### src/rtl/if_fetch_stage_pkg.sv
// Shared CPU constants for the fetch stage: redirect encodings, reset PC, instruction-memory base.
// Also holds the branch-offset sign-extension helper used by the next-PC mux.
package if_fetch_stage_pkg;

  typedef enum logic [1:0] {
    NPC_SEQ = 2'b00,
    NPC_BR  = 2'b01,
    NPC_J   = 2'b10,
    NPC_JR  = 2'b11
  } npc_sel_e;

  localparam logic [31:0] PC_RESET_C = 32'h0000_3000;
  localparam logic [31:0] IM_BASE_C  = 32'h0000_3000;

  // Word offset from a 16-bit branch field, sign-extended to a byte offset.
  function automatic logic signed [31:0] br_offset(input logic [15:0] imm16);
    logic signed [31:0] off;
    off = {{14{imm16[15]}}, imm16, 2'b00};
    return off;
  endfunction

endpackage

### src/rtl/if_fetch_stage_npc_calc.sv
// Combinational next-PC selection: sequential, taken branch, j/jal and jr targets.
// All arithmetic wraps modulo 2^32; stall gating is left to the PC register owner.
module if_fetch_stage_npc_calc
  import if_fetch_stage_pkg::*;
(
  input  logic [31:0] pc,
  input  logic [1:0]  npc_sel,
  input  logic        br_taken,
  input  logic [31:0] id_pc,
  input  logic [15:0] id_imm16,
  input  logic [25:0] id_imm26,
  input  logic [31:0] id_rs_data,
  output logic [31:0] npc
);

  logic [31:0]        seq_tgt;
  logic [31:0]        br_tgt;
  logic [31:0]        j_tgt;
  logic signed [31:0] br_off;

  assign br_off  = br_offset(id_imm16);
  assign seq_tgt = pc + 32'd4;
  assign br_tgt  = id_pc + 32'd4 + $unsigned(br_off);
  assign j_tgt   = {id_pc[31:28], id_imm26, 2'b00};

  // Branch not taken falls through to the sequential target.
  always_comb begin
    npc = seq_tgt;
    case (npc_sel)
      NPC_BR:  if (br_taken) npc = br_tgt;
      NPC_J:   npc = j_tgt;
      NPC_JR:  npc = id_rs_data;
      default: npc = seq_tgt;
    endcase
  end

endmodule

### src/rtl/if_fetch_stage.sv
// Instruction-fetch stage: owns the PC, drives instruction memory, feeds IF/ID,
// and latches the first illegal fetch address in a sticky error.
module if_fetch_stage
  import if_fetch_stage_pkg::*;
#(
  parameter logic [31:0] PC_RESET = PC_RESET_C,
  parameter logic [31:0] IM_BASE  = IM_BASE_C,
  parameter int          IM_WORDS = 4096
) (
  input  logic        clk,
  input  logic        reset,
  input  logic        stall,
  input  logic [1:0]  npc_sel,
  input  logic        br_taken,
  input  logic [31:0] ID_PC,
  input  logic [15:0] ID_Imm16,
  input  logic [25:0] ID_Imm26,
  input  logic [31:0] ID_RsData,
  output logic [31:0] i_inst_addr,
  input  logic [31:0] i_inst_rdata,
  output logic [31:0] IF_PC,
  output logic [31:0] IF_Instr,
  output logic        IF_WE,
  output logic        fetch_err,
  output logic [31:0] err_pc
);

  // 33-bit limit so a window touching the top of the address space cannot wrap.
  localparam logic [32:0] IM_END = {1'b0, IM_BASE} + (33'(IM_WORDS) << 2);

  logic [31:0] pc_p0;
  logic [31:0] npc;
  logic        addr_ok;
  logic        vld_p0;

  if_fetch_stage_npc_calc u_npc_calc (
    .pc         (pc_p0),
    .npc_sel    (npc_sel),
    .br_taken   (br_taken),
    .id_pc      (ID_PC),
    .id_imm16   (ID_Imm16),
    .id_imm26   (ID_Imm26),
    .id_rs_data (ID_RsData),
    .npc        (npc)
  );

  assign addr_ok = (pc_p0[1:0] == 2'b00) && (pc_p0 >= IM_BASE) &&
                   ({1'b0, pc_p0} < IM_END);
  assign vld_p0  = ~stall;

  // Stage p0 boundary: PC register and sticky error capture.
  always_ff @(posedge clk or negedge reset) begin
    if (!reset) begin
      pc_p0     <= PC_RESET;
      fetch_err <= 1'b0;
      err_pc    <= '0;
    end else begin
      if (vld_p0) pc_p0 <= npc;
      if (!addr_ok && !fetch_err) begin
        fetch_err <= 1'b1;
        err_pc    <= pc_p0;
      end
    end
  end

  // An illegal fetch injects a NOP so downstream never sees stray data.
  assign i_inst_addr = pc_p0;
  assign IF_PC       = pc_p0;
  assign IF_Instr    = addr_ok ? i_inst_rdata : 32'h0;
  assign IF_WE       = vld_p0;

endmodule

### config.mk
export PLATFORM = sky130hd
export DESIGN_NAME = if_fetch_stage
export DESIGN_NICKNAME = d
export VERILOG_FILES = /design/src/rtl/if_fetch_stage_pkg.sv /design/src/rtl/if_fetch_stage_npc_calc.sv /design/src/rtl/if_fetch_stage.sv
export SDC_FILE = /design/constraint.sdc
export NUM_CORES = 1
export LEC_CHECK = 0
export CAP_MARGIN = 20
export CORE_UTILIZATION = 35
export CTS_BUF_LIST = sky130_fd_sc_hd__clkbuf_4
export DETAILED_ROUTE_END_ITERATION = 12
export PLACE_DENSITY_LB_ADDON = 0.08
export SLEW_MARGIN = 10
export SYNTH_ARGS = -nofsm -noshare
export SYNTH_HDL_FRONTEND = slang
export SYNTH_SLANG_ARGS = --single-unit
### constraint.sdc
create_clock -name clk -period 3.7 [get_ports clk]
set_input_delay 0.74 -clock clk [delete_from_list [all_inputs] [get_ports clk]]
set_output_delay 0.74 -clock clk [all_outputs]
set_load 0.03 [all_outputs]
==> results of run 1 <==
## sequential cells by signal, indices dropped and copies added, names as in the netlist
name,flops
err_pc,32
IF_PC,32
fetch_err,1
## layout make-up
type                       count  area (um^2)
fill                        1740         8570
multi-input combinational    611         4340
timing repair buffer         309         2980
sequential                    65         1630
tap                          229          287
inverter                      22         82.6
clock buffer                   9         67.6
clock inverter                 7         61.3
antenna                        1         2.50
## cell usage in the layout, fill, tap and decap left out, drive strengths merged, types with 11 or more instances in the layout
cell type	instances
nand2	69
a31oi	11
nand3	28
o21ai	68
nor3	13
inv	25
a21o	15
a21oi	59
clkdlybuf4s50	238
nor2	41
ha	59
dfrtp	63
buf	71
and3	11
mux2	54
xnor2	12
and2	35
## path summary, 6_finish.rpt
path	from	endpoint
hold / removal	reset	err_pc[26]
setup reg to reg	IF_PC[2]	IF_PC[30]
setup / recovery	ID_Imm16[15]	IF_PC[28]
max in group asynchronous	reset	IF_PC[13]
min in group clk	err_pc[5]	err_pc[5]
hold reg to reg	err_pc[5]	err_pc[5]
## metal layers
metal,GRT usage [%],share of wire (%)
met5,0,0
met4,5.25,1.1
met3,2.78,6.8
met2,40.4,49
met1,31.9,43
## through the flow
step	power (mW)	area, um^2	setup slack (ns)
after detailed placement	2.53	9320	0.0431
after floorplan	1.87	6460	0.583
after global routing	3.18	9450	0.343
after CTS	3.01	9450	0.505
after global placement	2.53	9320	0.0813
final	2.99	9450	0.519
## worst register-to-register path: stages (launching register included)
cell	delay (ns)
dfrtp_1	0.53
ha_1	0.27
and3_1	0.25
or4b_4	0.54
nor4b_4	0.34
nand3_1	0.16
mux2i_1	0.17
o21ai_0	0.12
a211o_1	0.24
## power breakdown
part | internal, mW | total [mW] | leakage, nW | switching, mW
clock | 0.149 | 0.469 | 0.0651 | 0.320
sequential | 0.798 | 0.963 | 0.803 | 0.165
combinational | 0.706 | 1.56 | 3.23 | 0.851
## cell families (layout without fill, tap and decap cells)
| family | after synthesis | count (layout) | synth area share (%) |
|---|---|---|---|
| AO/OA/AOI/OAI | 228 | 228 | 22.6 |
| XOR/XNOR | 21 | 21 | 2.85 |
| adder cells (fa/ha/maj) | 60 | 60 | 11.7 |
| buffers and inverters | 95 | 347 | 7.63 |
| flip-flops | 65 | 65 | 25.2 |
| multiplexers | 61 | 61 | 10.5 |
| other | 0 | 1 | 0 |
| AND/OR/NAND/NOR | 241 | 241 | 19.6 |
==> impl_metrics.csv, run 1 <==
group,metric,value,unit
synth,ys_types,76,
floorplanning,initial_core_util,35.9,%
timing,fin_skew,0.0189,ns
power_and_ir_drop,vdd_drop_max,233,uV
routing,wl_per_cell,18.4,um
finish,final_cells,1253,
setup_path,cp_common_cell,"ha_1",
setup_path,worstPathBufferInverterCount,1,
floorplanning,die_h,138,um
timing,rsz0062_at_grt,"false",
setup_path,slowest_stage,"clkdlybuf4s50_1",
setup_path,critPathTopFamily,"compound AO/OA/AOI/OAI gates",
floorplanning,die_x,138,um
placed_design,place.port_buffers,273,
setup_path,crit_path_end_kind,"register",
min_path,min_path_type,"in -> async",
routing,ant_nets,0,
clocking,ctsResizeCount,0,
floorplanning,ioPinCount,274,
finish,syn_to_final_growth,46.3,%
global_route,grt_max_degree,50,
floorplanning,coreArea,18000,um^2
setup_path,worstPathMaxFanout,8,
timing,timing.final.crit_share,86.0,%
flow_run,max-cap-violations,0,
synth,avgSynthCellArea,8.38,um^2
routing,wirelength,23.1,mm
synth,synth_nets,975,
synth,synth-seq-cells,65,
routing,drcViolationCount,0,
power_and_ir_drop,power.density,316,nW/um^2
setup_path,cp.depth,10,
timing,fmax,314,MHz
setup_path,reg2reg_depth,8,
setup_path,crit_required,4.07,ns
clocking,cts_buffers,9,
clocking,cts_root_buffer,"clkbuf_4",
clocking,clock-sinks,65,
power_and_ir_drop,p_leak,4.10,nW
timing,worst_hold_slack,0.384,ns
setup_path,critPathArrivalTime,3.55,ns
synth,synth_top_area_share,24.4,%
synth,ys_top_cells_by_area,"dfrtp_1 (24%), ha_1 (11%), mux2_2 (9.4%)",
clocking,cts_tree,"yes",
global_route,grt_pass1_vias,6170,
timing,worst_slew_pin_slew,0.878,ns
placed_design,dp_hpwl,18.6,mm
clocking,cts.clk_slew.worst_paths,0.13,ns
setup_path,crit_chain,"clkdlybuf4s50_1, ha_1, ha_1, a21oi_1, o21ai_0, a211oi_1, o21bai_1, a22oi_1, mux2_2, o221ai_2",
global_route,grt_pass1_wl,34.2,mm
routing,viasPerCell,5.37,
setup_path,start_kind,"primary input",
timing,final_hold_viol_count,0,
synth,synth-edff-count,0,
global_route,gr-total-overflow,0,
setup_path,slowest_delay,0.64,ns
routing,num_vias,6725,
clocking,cts_max_level,3,
floorplanning,rows,49,
finish,drive_above_1_share,15.7,%
synth,synth_cells,771,
global_route,track_usage,23.7,%
timing,finalMaxSlewViolations,0,
clocking,clock_latency,0.44,ns
timing,slew_headroom,40.0,%
finish,fin_nets,1222,
synth,yosysTopAreaCell,"dfrtp_1",
clocking,hold_buffers,0,
setup_path,path_class,"in -> reg",
setup_path,reg2reg_slack,0.97,ns
timing,post-route-min-period,3.18,ns
synth,seq_area_frac_synth,25.2,%
clocking,post_cts_buffers,0,
synth,yosysWarnings,0,
clocking,cts_max_path_buffers,2,
timing,setup_violations,0,
synth,synthTopCellsByCount,"nand2_1 (68), o21ai_0 (67), dfrtp_1 (63)",
placed_design,place_congestion,0.863,
routing,drt_iter0_drc,333,
synth,yosysMostFrequentCell,"nand2_1",
synth,synth_area,6460,um^2
placed_design,dpl.cell_count,1236,
floorplanning,dieArea,19000,um^2
timing,setup-tns-final,0,ns
finish,fin_util,52.5,%
status,status,"completed",
routing,first_pass_iters,5,
synth,synthArstFlopShare,100,%
synth,synth_flop_cell,"dfrtp_1",
global_route,antenna_found_initial,1,
No activity file was read; power rests on OpenSTA's default activity.
==> run 2, diff against run 1 <==
--- a/config.mk
+++ b/config.mk
@@ -10,7 +10,8 @@
 export CTS_BUF_LIST = sky130_fd_sc_hd__clkbuf_4
 export DETAILED_ROUTE_END_ITERATION = 12
 export PLACE_DENSITY_LB_ADDON = 0.08
-export SLEW_MARGIN = 10
+export SETUP_SLACK_MARGIN = 0.5
+export SLEW_MARGIN = 20
 export SYNTH_ARGS = -nofsm -noshare
 export SYNTH_HDL_FRONTEND = slang
 export SYNTH_SLANG_ARGS = --single-unit
==> impl_metrics.csv, run 2 (same netlist as run 1, synthesis figures left out) <==
group,metric,value,unit
status,status,"completed",
power_and_ir_drop,power.density,316,nW/um^2
global_route,track_usage,23.7,%
finish,drive_above_1_share,17.3,%
routing,wl_per_cell,18.4,um
setup_path,path_class,"in -> reg",
timing,rsz0062_at_grt,"true",
clocking,clock_latency,0.44,ns
floorplanning,dieArea,19000,um^2
clocking,cts.clk_slew.worst_paths,0.13,ns
clocking,cts_root_buffer,"clkbuf_4",
setup_path,slowest_stage,"clkdlybuf4s50_1",
setup_path,reg2reg_slack,0.96,ns
setup_path,cp-endpoint,"IF_PC[30]",
floorplanning,coreArea,18000,um^2
clocking,cts_buffers,9,
routing,wirelength,23.1,mm
placed_design,place.port_buffers,273,
placed_design,place_congestion,0.863,
finish,fill_cells,1729,
setup_path,crit_chain,"clkdlybuf4s50_1, ha_1, ha_1, and4_4, and3_4, a211oi_4, o21ai_2, or3_1, a21o_1, a211o_1",
flow_run,max-cap-violations,0,
global_route,antenna_found_initial,1,
timing,fmax,320,MHz
timing,worst_slew_pin_slew,0.856,ns
min_path,min_path_type,"in -> async",
routing,first_pass_iters,5,
clocking,cts_max_path_buffers,2,
placed_design,dp_hpwl,18.6,mm
timing,fin_skew,0.0185,ns
floorplanning,ioPinCount,274,
setup_path,critPathArrivalTime,3.47,ns
setup_path,worstPathMaxFanout,4,
setup_path,crit_required,4.04,ns
finish,layout_common_cells,"clkdlybuf4s50_1 (237), nand2_1 (68), o21ai_0 (65), buf_4 (65), dfrtp_1 (63)",
finish,final_common_cell,"clkdlybuf4s50_1",
power_and_ir_drop,vdd_drop_max,233,uV
setup_path,timing.rr.start,"IF_PC[2]",
clocking,cts_tree,"yes",
setup_path,crit_start,"ID_PC[11]",
routing,drcViolationCount,0,
timing,finalMaxSlewViolations,0,
timing,post-route-min-period,3.12,ns
power_and_ir_drop,finalPower,3.02,mW
global_route,grt_pass1_vias,6170,
setup_path,crit_path_end_kind,"register",
routing,drt_iter0_drc,355,
power_and_ir_drop,p_leak,4.13,nW
clocking,clock-sinks,65,
floorplanning,die_h,138,um
global_route,grt_pass1_wl,34.2,mm
setup_path,start_kind,"primary input",
clocking,cts_max_level,3,
placed_design,preCtsSetupSlack,0.0431,ns
timing,final_hold_viol_count,0,
routing,viasPerCell,5.34,
floorplanning,initial_core_util,35.9,%
timing,setup-tns-final,0,ns
setup_path,reg2reg_depth,8,
setup_path,cp_common_cell,"ha_1",
timing,timing.final.crit_share,84.4,%
setup_path,slowest_delay,0.40,ns
finish,fin_nets,1226,
setup_path,regToRegEndpoint,"IF_PC[30]",
routing,ant_nets,0,
timing,fin_ws,0.577,ns
floorplanning,die_x,138,um
timing,setup_violations,0,
timing,slew_headroom,42.9,%
clocking,hold_buffers,0,
routing,num_vias,6712,
global_route,gr-total-overflow,0,
floorplanning,rows,49,
global_route,grt_max_degree,50,
finish,syn_to_final_growth,47.8,%
[run 2: cell types whose count changed in the layout (fill, tap and decap cells not counted), moves of 3 or more]
cell / before / now
ha_2: 0 / 3
buf_4: 62 / 65
a21oi_1: 59 / 56
a21oi_2: 0 / 3
ha_1: 59 / 56
[run 2: per-layer routing]
layer / routed length [um] / vias up / global-route usage (%)
li1: - / 3292 / -
met5: 0 / - / 0
met1: 10200 / 3171 / 31.9
met2: 11300 / 236 / 40.4
met4: 246 / 0 / 5.25
met3: 1430 / 13 / 2.78
[run 2: repair_timing]
item                                    in CTS  in global routing
buffers inserted                             0                  4
endpoints found under the setup margin       0                 34
resized for setup                            0                 18
[run 2: worst min path at each step]
stage                           from          to  slack, ns
after global placement    err_pc[14]  err_pc[14]       0.46
after detailed placement   err_pc[5]   err_pc[5]       0.47
after global routing           reset  err_pc[10]       0.41
after CTS                      reset  err_pc[11]       0.40
after floorplan                reset    IF_PC[0]       0.44
final                          reset  err_pc[26]       0.38
[run 2: worst max-delay path, delay by kind of cell]
| family | cells | cell delay [ns] |
|---|---|---|
| AO/OA/AOI/OAI | 4 | 0.87 |
| AND/OR/NAND/NOR | 3 | 0.80 |
| adder cells (fa/ha/maj) | 2 | 0.64 |
| buffers and inverters | 1 | 0.40 |
[run 2: per-stage QoR]
stage,hold WS (ns),std cells,cell area (um^2),utilization (%)
after CTS,0.399,1252,9450,52.4
final,0.382,1257,9560,53.0
after global placement,0.460,1236,9320,51.7
after floorplan,0.444,771,6460,-
after detailed placement,0.474,1236,9320,51.7
after global routing,0.412,1257,9560,53.0
[run 2: area by class of cell]
class	count	area, um^2	share of cell area [%]
inverter	22	82.6	0.864
clock buffer	9	67.6	0.707
antenna	1	2.50	0.0262
clock inverter	7	61.3	0.642
sequential	65	1630	17.0
multi-input combinational	611	4410	46.1
timing repair buffer	313	3020	31.6
tap	229	287	3.00
[run 2: report_power, final]
| part | internal [mW] | switching, mW |
|---|---|---|
| sequential | 0.798 | 0.158 |
| clock | 0.149 | 0.322 |
| combinational | 0.722 | 0.869 |
